## config.mk

```make
export PLATFORM = sky130hd
export DESIGN_NAME = univ_shift_register_flat
export DESIGN_NICKNAME = d
export VERILOG_FILES = /design/src/rtl/univ_shift_register_if.sv /design/src/rtl/univ_shift_register.sv /design/src/flat_wrapper.sv
export SDC_FILE = /design/constraint.sdc
export NUM_CORES = 1
export LEC_CHECK = 0
export BUFFER_PORTS_ARGS = -buffer_cell sky130_fd_sc_hd__buf_2
export CAP_MARGIN = 20
export CORE_MARGIN = 2
export CORE_UTILIZATION = 54
export CTS_CLUSTER_SIZE = 20
export DETAILED_ROUTE_END_ITERATION = 7
export PLACE_DENSITY = 0.86
export SYNTH_ARGS = -nofsm -noshare
export SYNTH_HDL_FRONTEND = slang
export SYNTH_SLANG_ARGS = --single-unit
```

## constraint.sdc

```tcl
create_clock -name clk -period 3.5 [get_ports clk]
set_clock_uncertainty 0.2 [all_clocks]
set_input_delay 0 -clock clk [delete_from_list [all_inputs] [get_ports clk]]
set_output_delay 0 -clock clk [all_outputs]
set_load 0.1 [all_outputs]
```

## src/rtl/univ_shift_register_if.sv

```systemverilog
// Bus bundle for the universal shift register: control/data in, register state out.
interface univ_shift_register_if #(
  parameter int unsigned WIDTH = 10,
  parameter int unsigned AMTW  = $clog2(WIDTH + 1)
);
  logic             sclr;
  logic             sload;
  logic [WIDTH-1:0] pin;
  logic [1:0]       mode;
  logic             serin_l;
  logic             serin_r;
  logic             sshift;
  logic             start;
  logic [AMTW-1:0]  amt;
  logic [WIDTH-1:0] pout;
  logic             serout;
  logic             busy;
  logic             done;

  // Controller side: drives commands, observes the register.
  modport master (
    output sclr, sload, pin, mode, serin_l, serin_r, sshift, start, amt,
    input  pout, serout, busy, done
  );

  // Register side.
  modport slave (
    input  sclr, sload, pin, mode, serin_l, serin_r, sshift, start, amt,
    output pout, serout, busy, done
  );
endinterface

```

## src/rtl/univ_shift_register.sv

```systemverilog
// Universal shift register: load/clear, single-step shifts in four modes, and a
// multi-cycle burst shift with busy/done handshake. All outputs come straight from flops.
module univ_shift_register #(
  parameter int unsigned WIDTH = 10,
  parameter int unsigned AMTW  = $clog2(WIDTH + 1)
) (
  input logic                  clk,
  input logic                  rst,
  univ_shift_register_if.slave bus
);

  typedef enum logic [1:0] {StIdle, StRun, StDone} state_e;

  state_e           state_q, state_d;
  logic [WIDTH-1:0] p_q, p_d;
  logic             serout_q, serout_d;
  logic [AMTW-1:0]  cnt_q, cnt_d;
  logic [1:0]       mode_q, mode_d;
  logic             busy_q, busy_d;
  logic             done_q, done_d;

  logic [1:0]       shift_mode;
  logic [WIDTH:0]   shift_res;  // {expelled bit, new register value}
  logic [AMTW-1:0]  amt_sat;

  // Returns {expelled bit, shifted value} for the given mode.
  function automatic logic [WIDTH:0] shift_fn(input logic [1:0]       m,
                                              input logic [WIDTH-1:0] p,
                                              input logic             sl,
                                              input logic             sr);
    logic [WIDTH:0] r;
    unique case (m)
      2'b00:   r = {p[WIDTH-1], p[WIDTH-2:0], sl};
      2'b01:   r = {p[0], sr, p[WIDTH-1:1]};
      2'b10:   r = {p[WIDTH-1], p[WIDTH-2:0], p[WIDTH-1]};
      default: r = {p[0], p[WIDTH-1], p[WIDTH-1:1]};
    endcase
    return r;
  endfunction

  // Burst uses the mode latched at start; single steps use the live mode.
  always_comb begin
    shift_mode = (state_q == StRun) ? mode_q : bus.mode;
    shift_res  = shift_fn(shift_mode, p_q, bus.serin_l, bus.serin_r);
    amt_sat    = (bus.amt > AMTW'(WIDTH)) ? AMTW'(WIDTH) : bus.amt;
  end

  // Next-state: rst > sclr > burst step > sload > start > sshift.
  always_comb begin
    state_d  = state_q;
    p_d      = p_q;
    serout_d = serout_q;
    cnt_d    = cnt_q;
    mode_d   = mode_q;
    if (rst) begin
      state_d  = StIdle;
      p_d      = '0;
      serout_d = 1'b0;
      cnt_d    = '0;
      mode_d   = '0;
    end else if (bus.sclr) begin
      state_d  = StIdle;
      p_d      = '0;
      serout_d = 1'b0;
      cnt_d    = '0;
    end else begin
      unique case (state_q)
        StRun: begin
          p_d      = shift_res[WIDTH-1:0];
          serout_d = shift_res[WIDTH];
          cnt_d    = cnt_q - 1'b1;
          if (cnt_q == AMTW'(1)) state_d = StDone;
        end
        StDone: state_d = StIdle;
        default: begin
          if (bus.sload) begin
            p_d = bus.pin;
          end else if (bus.start) begin
            if (amt_sat == '0) begin
              state_d = StDone;
            end else begin
              state_d = StRun;
              cnt_d   = amt_sat;
              mode_d  = bus.mode;
            end
          end else if (bus.sshift) begin
            p_d      = shift_res[WIDTH-1:0];
            serout_d = shift_res[WIDTH];
          end
        end
      endcase
    end
    busy_d = (state_d == StRun);
    done_d = (state_d == StDone);
  end

  // State register; reset is applied synchronously through the next-state logic.
  always_ff @(posedge clk) begin
    state_q  <= state_d;
    p_q      <= p_d;
    serout_q <= serout_d;
    cnt_q    <= cnt_d;
    mode_q   <= mode_d;
    busy_q   <= busy_d;
    done_q   <= done_d;
  end

  assign bus.pout   = p_q;
  assign bus.serout = serout_q;
  assign bus.busy   = busy_q;
  assign bus.done   = done_q;

endmodule
```

## src/flat_wrapper.sv

```systemverilog
// flat-port wrapper written by rule: the top's interface ports become plain ports
module univ_shift_register_flat 
#(
  parameter int unsigned WIDTH = 10,
  parameter int unsigned AMTW  = $clog2(WIDTH + 1)
)
  (clk, rst, bus_sclr, bus_sload, bus_pin, bus_mode, bus_serin_l, bus_serin_r, bus_sshift, bus_start, bus_amt, bus_pout, bus_serout, bus_busy, bus_done);
  univ_shift_register_if #(.WIDTH(WIDTH), .AMTW(AMTW)) bus_i ();
  input logic clk;
  input logic rst;
  input wire logic [$bits(bus_i.sclr)-1:0] bus_sclr;
  input wire logic [$bits(bus_i.sload)-1:0] bus_sload;
  input wire logic [$bits(bus_i.pin)-1:0] bus_pin;
  input wire logic [$bits(bus_i.mode)-1:0] bus_mode;
  input wire logic [$bits(bus_i.serin_l)-1:0] bus_serin_l;
  input wire logic [$bits(bus_i.serin_r)-1:0] bus_serin_r;
  input wire logic [$bits(bus_i.sshift)-1:0] bus_sshift;
  input wire logic [$bits(bus_i.start)-1:0] bus_start;
  input wire logic [$bits(bus_i.amt)-1:0] bus_amt;
  output wire logic [$bits(bus_i.pout)-1:0] bus_pout;
  output wire logic [$bits(bus_i.serout)-1:0] bus_serout;
  output wire logic [$bits(bus_i.busy)-1:0] bus_busy;
  output wire logic [$bits(bus_i.done)-1:0] bus_done;
  assign bus_i.sclr = bus_sclr;
  assign bus_i.sload = bus_sload;
  assign bus_i.pin = bus_pin;
  assign bus_i.mode = bus_mode;
  assign bus_i.serin_l = bus_serin_l;
  assign bus_i.serin_r = bus_serin_r;
  assign bus_i.sshift = bus_sshift;
  assign bus_i.start = bus_start;
  assign bus_i.amt = bus_amt;
  assign bus_pout = bus_i.pout;
  assign bus_serout = bus_i.serout;
  assign bus_busy = bus_i.busy;
  assign bus_done = bus_i.done;
  univ_shift_register #(.WIDTH(WIDTH), .AMTW(AMTW)) u_core (.clk(clk), .rst(rst), .bus(bus_i));
endmodule
```

==> results.cfg <==
[die]
die_w_um = 51.8
die_y_um = 51.8
core_um2 = 2190
num_io_pins = 37
dieArea_um2 = 2680
std_cell_rows = 17
start_util_pct = 56.3

[sta]
layout_min_cycle_time_ns = 3.12
worstMarginPinSlew_ns = 0.841
fin_ws_ns = 0.376
timing.slew.headroom_pct = 42.3
finalSetupTns_ns = 0
hold_viol = 0
period_share_pct = 89.2
fmaxAchievable_mhz = 320
slew_violations = 0
rsz0062_at_grt = false
setup_viol = 0

[critical_path]
required_ns = 3.54
slowest_delay_ns = 0.78
path_max_fanout = 16
critPathKind = flip-flop to flip-flop
crit_arrival_ns = 3.17
crit_slowest_cell = mux2i_1
cp.depth = 6
r2r-end = u_core.bus.pout[0]$_SDFFE_PP0P_
ff2ff_setup_slack_ns = 0.38
cpLargestDelayFamily = multiplexers
end_kind = flip-flop
reg2reg_from = u_core.state_q[1]$_DFF_P_
critPathBufInv = 2
cp_cell_sequence = inv_1 > ha_1 > mux2i_1 > o22ai_1 > a211oi_1 > dlygate4sd3_1
cp-start-kind = flip-flop
r2r.worst_path.cells = 6

[finish]
fin_util_pct = 73.1
drive_gt1_share_pct = 25.9
num-nets-final = 230
area_growth_pct = 29.8
register_area_um2 = 420
num_antenna_cells = 0
multi_input_area_um2 = 742
fillers = 182
design_area_um2 = 1600

[synthesis]
synth_top_cell_area_share_pct = 34.1
syn_area_um2 = 1230
synth_top_cells_by_count = nand2_1, dfxtp_1, o21ai_0, a311oi_1
avgSynthCellArea_um2 = 8.06
ys_seq_area_share_pct = 34.1
ys_ff_latch = 21
ys_warn_count = 0
synth_fp_nets = 181
synth.distinct_cells = 36
async_reset_ff_share_pct = 0
synth_area_leaders = dfxtp_1, nand2_1, a311oi_1
synth_ff_type = dfxtp_1
synth_top_cell_by_area = dfxtp_1
synth_edf_count = 0
netlist_instances = 153
yosysMostFrequentCell = nand2_1

[pwr]
cellPowerDensity_nw_per_um2 = 348
total_power_w = 0.000557
p_leak_nw = 0.656
ir_worst_vdd_uv = 221

[detailed_routing]
drt-vias-per-instance = 5.90
dr.first_iter.drc_count = 34
vias = 1352
detail-route-antenna-nets = 0
drc = 0
wirelength_um = 3300
wl_per_cell_um = 14.4
dr.pass1.iters = 7

[clocking]
insertion_delay_ns = 0.30
numCtsBuffers = 3
cts_resized = 0
cts_buffer_depth = 2
postCtsHoldBufs = 16
cts_tree = yes
cts_root_buf = clkbuf_4
cts_setup_buffers = 0
cts_sinks = 21
htree_num_levels = 1
clkTransAtPathRegs_ns = 0.12

[grt]
track_usage_pct = 25.9
grtUsageMet2_pct = 48.1
busiest_layer = met2
antenna_found_initial = 0
grt_pass1_wl_um = 5390
grt_pass1_vias = 1282
grt.met3_usage_pct = 3.16
grt_overflow_total = 0
grtUsageMet1_pct = 30.8
grt_max_degree = 24

[min_path]
hold_class = primary input to flip-flop
min_from = bus_amt[1]
min_path_cells = 5
min_to = u_core.state_q[0]$_DFF_P_

[placement]
io_buffers = 36
place_area_um2 = 1420
dp_slack_ns = 1.01
dp_hpwl_um = 2160
gp_congestion = 0.789

[flow_run]
maxCapViolCount = 0

[outcome]
status = finished, final reports clean
[layer usage]
metal	part of all wire, %	vias up
met5	0	-
met4	1.8	0
met3	4.2	6
met2	49	40
met1	45	641
li1	-	665
[tightest hold or removal path: cells and delay by family]
family          cells  cell delay [ns]
simple gates        3             0.29
compound gates      1             0.10
buf+inv             1             0.10
[sequential cells by signal, summed over array words and instances (netlist names)]
name and count:
u_core.bus.serout 1, u_core.cnt_q 4, u_core.mode_q 2, u_core.bus.done 1, u_core.state_q 2, u_core.bus.busy 1
u_core.bus.pout 10
[report_power, final]
group          leakage (nW)  switching, W  internal [W]
clock                0.0150     0.0000731     0.0000443
combinational         0.470      0.000122     0.0000588
sequential            0.171    0.00000913      0.000250
total                 0.656      0.000204      0.000353
[kinds of logic after synthesis]
family                     count (synthesis)  share of synthesized area, %
buffers and inverters                     17                          5.78
DFF                                       21                          34.1
and+or+nand+nor                           51                          20.1
muxes                                      6                          4.97
AOI/OAI and AO/OA                         54                          31.0
adders and majority gates                  4                          4.06
[metrics by stage]
stage / hold slack, ns / std cells
5_1_grt: 0.0328 / 229
2_1_floorplan: -0.128 / 153
3_3_place_gp: 0.00227 / 209
6_report: 0.0192 / 229
4_1_cts: 0.00742 / 229
3_5_place_dp: 0.00934 / 209
[worst max path at each step]
stage                     slack (ns)                 startpoint                         endpoint
after global routing            0.23  u_core.state_q[1]$_DFF_P_  u_core.bus.pout[0]$_SDFFE_PP0P_
after detailed placement        1.01  u_core.state_q[1]$_DFF_P_  u_core.bus.pout[1]$_SDFFE_PP0P_
after global placement          1.08  u_core.state_q[1]$_DFF_P_  u_core.bus.pout[1]$_SDFFE_PP0P_
final                           0.38  u_core.state_q[1]$_DFF_P_  u_core.bus.pout[0]$_SDFFE_PP0P_
after CTS                       0.50  u_core.state_q[1]$_DFF_P_  u_core.bus.pout[0]$_SDFFE_PP0P_
after floorplan                 1.68  u_core.state_q[0]$_DFF_P_  u_core.bus.pout[0]$_SDFFE_PP0P_
[final cells by class]
| type | count | share of cell area, % |
|---|---|---|
| Sequential cell | 21 | 26.2 |
| Inverter | 8 | 1.87 |
| Clock buffer | 4 | 1.64 |
| Multi-Input combinational cell | 115 | 46.3 |
| Timing Repair Buffer | 53 | 21.7 |
| Tap cell | 28 | 2.19 |
[cell usage in the layout (no fill, tap or decap), drive strengths merged, types with 5 or more instances in the layout]
cell type,count
buf,37
nand2,25
dfxtp,21
dlygate4sd3,16
o21ai,14
a311oi,9
inv,8
nor2,8
a31o,8
nand2b,6
a211oi,6
mux2i,5
a21oi,5
Note: power is estimated with default switching activity, not from simulation.
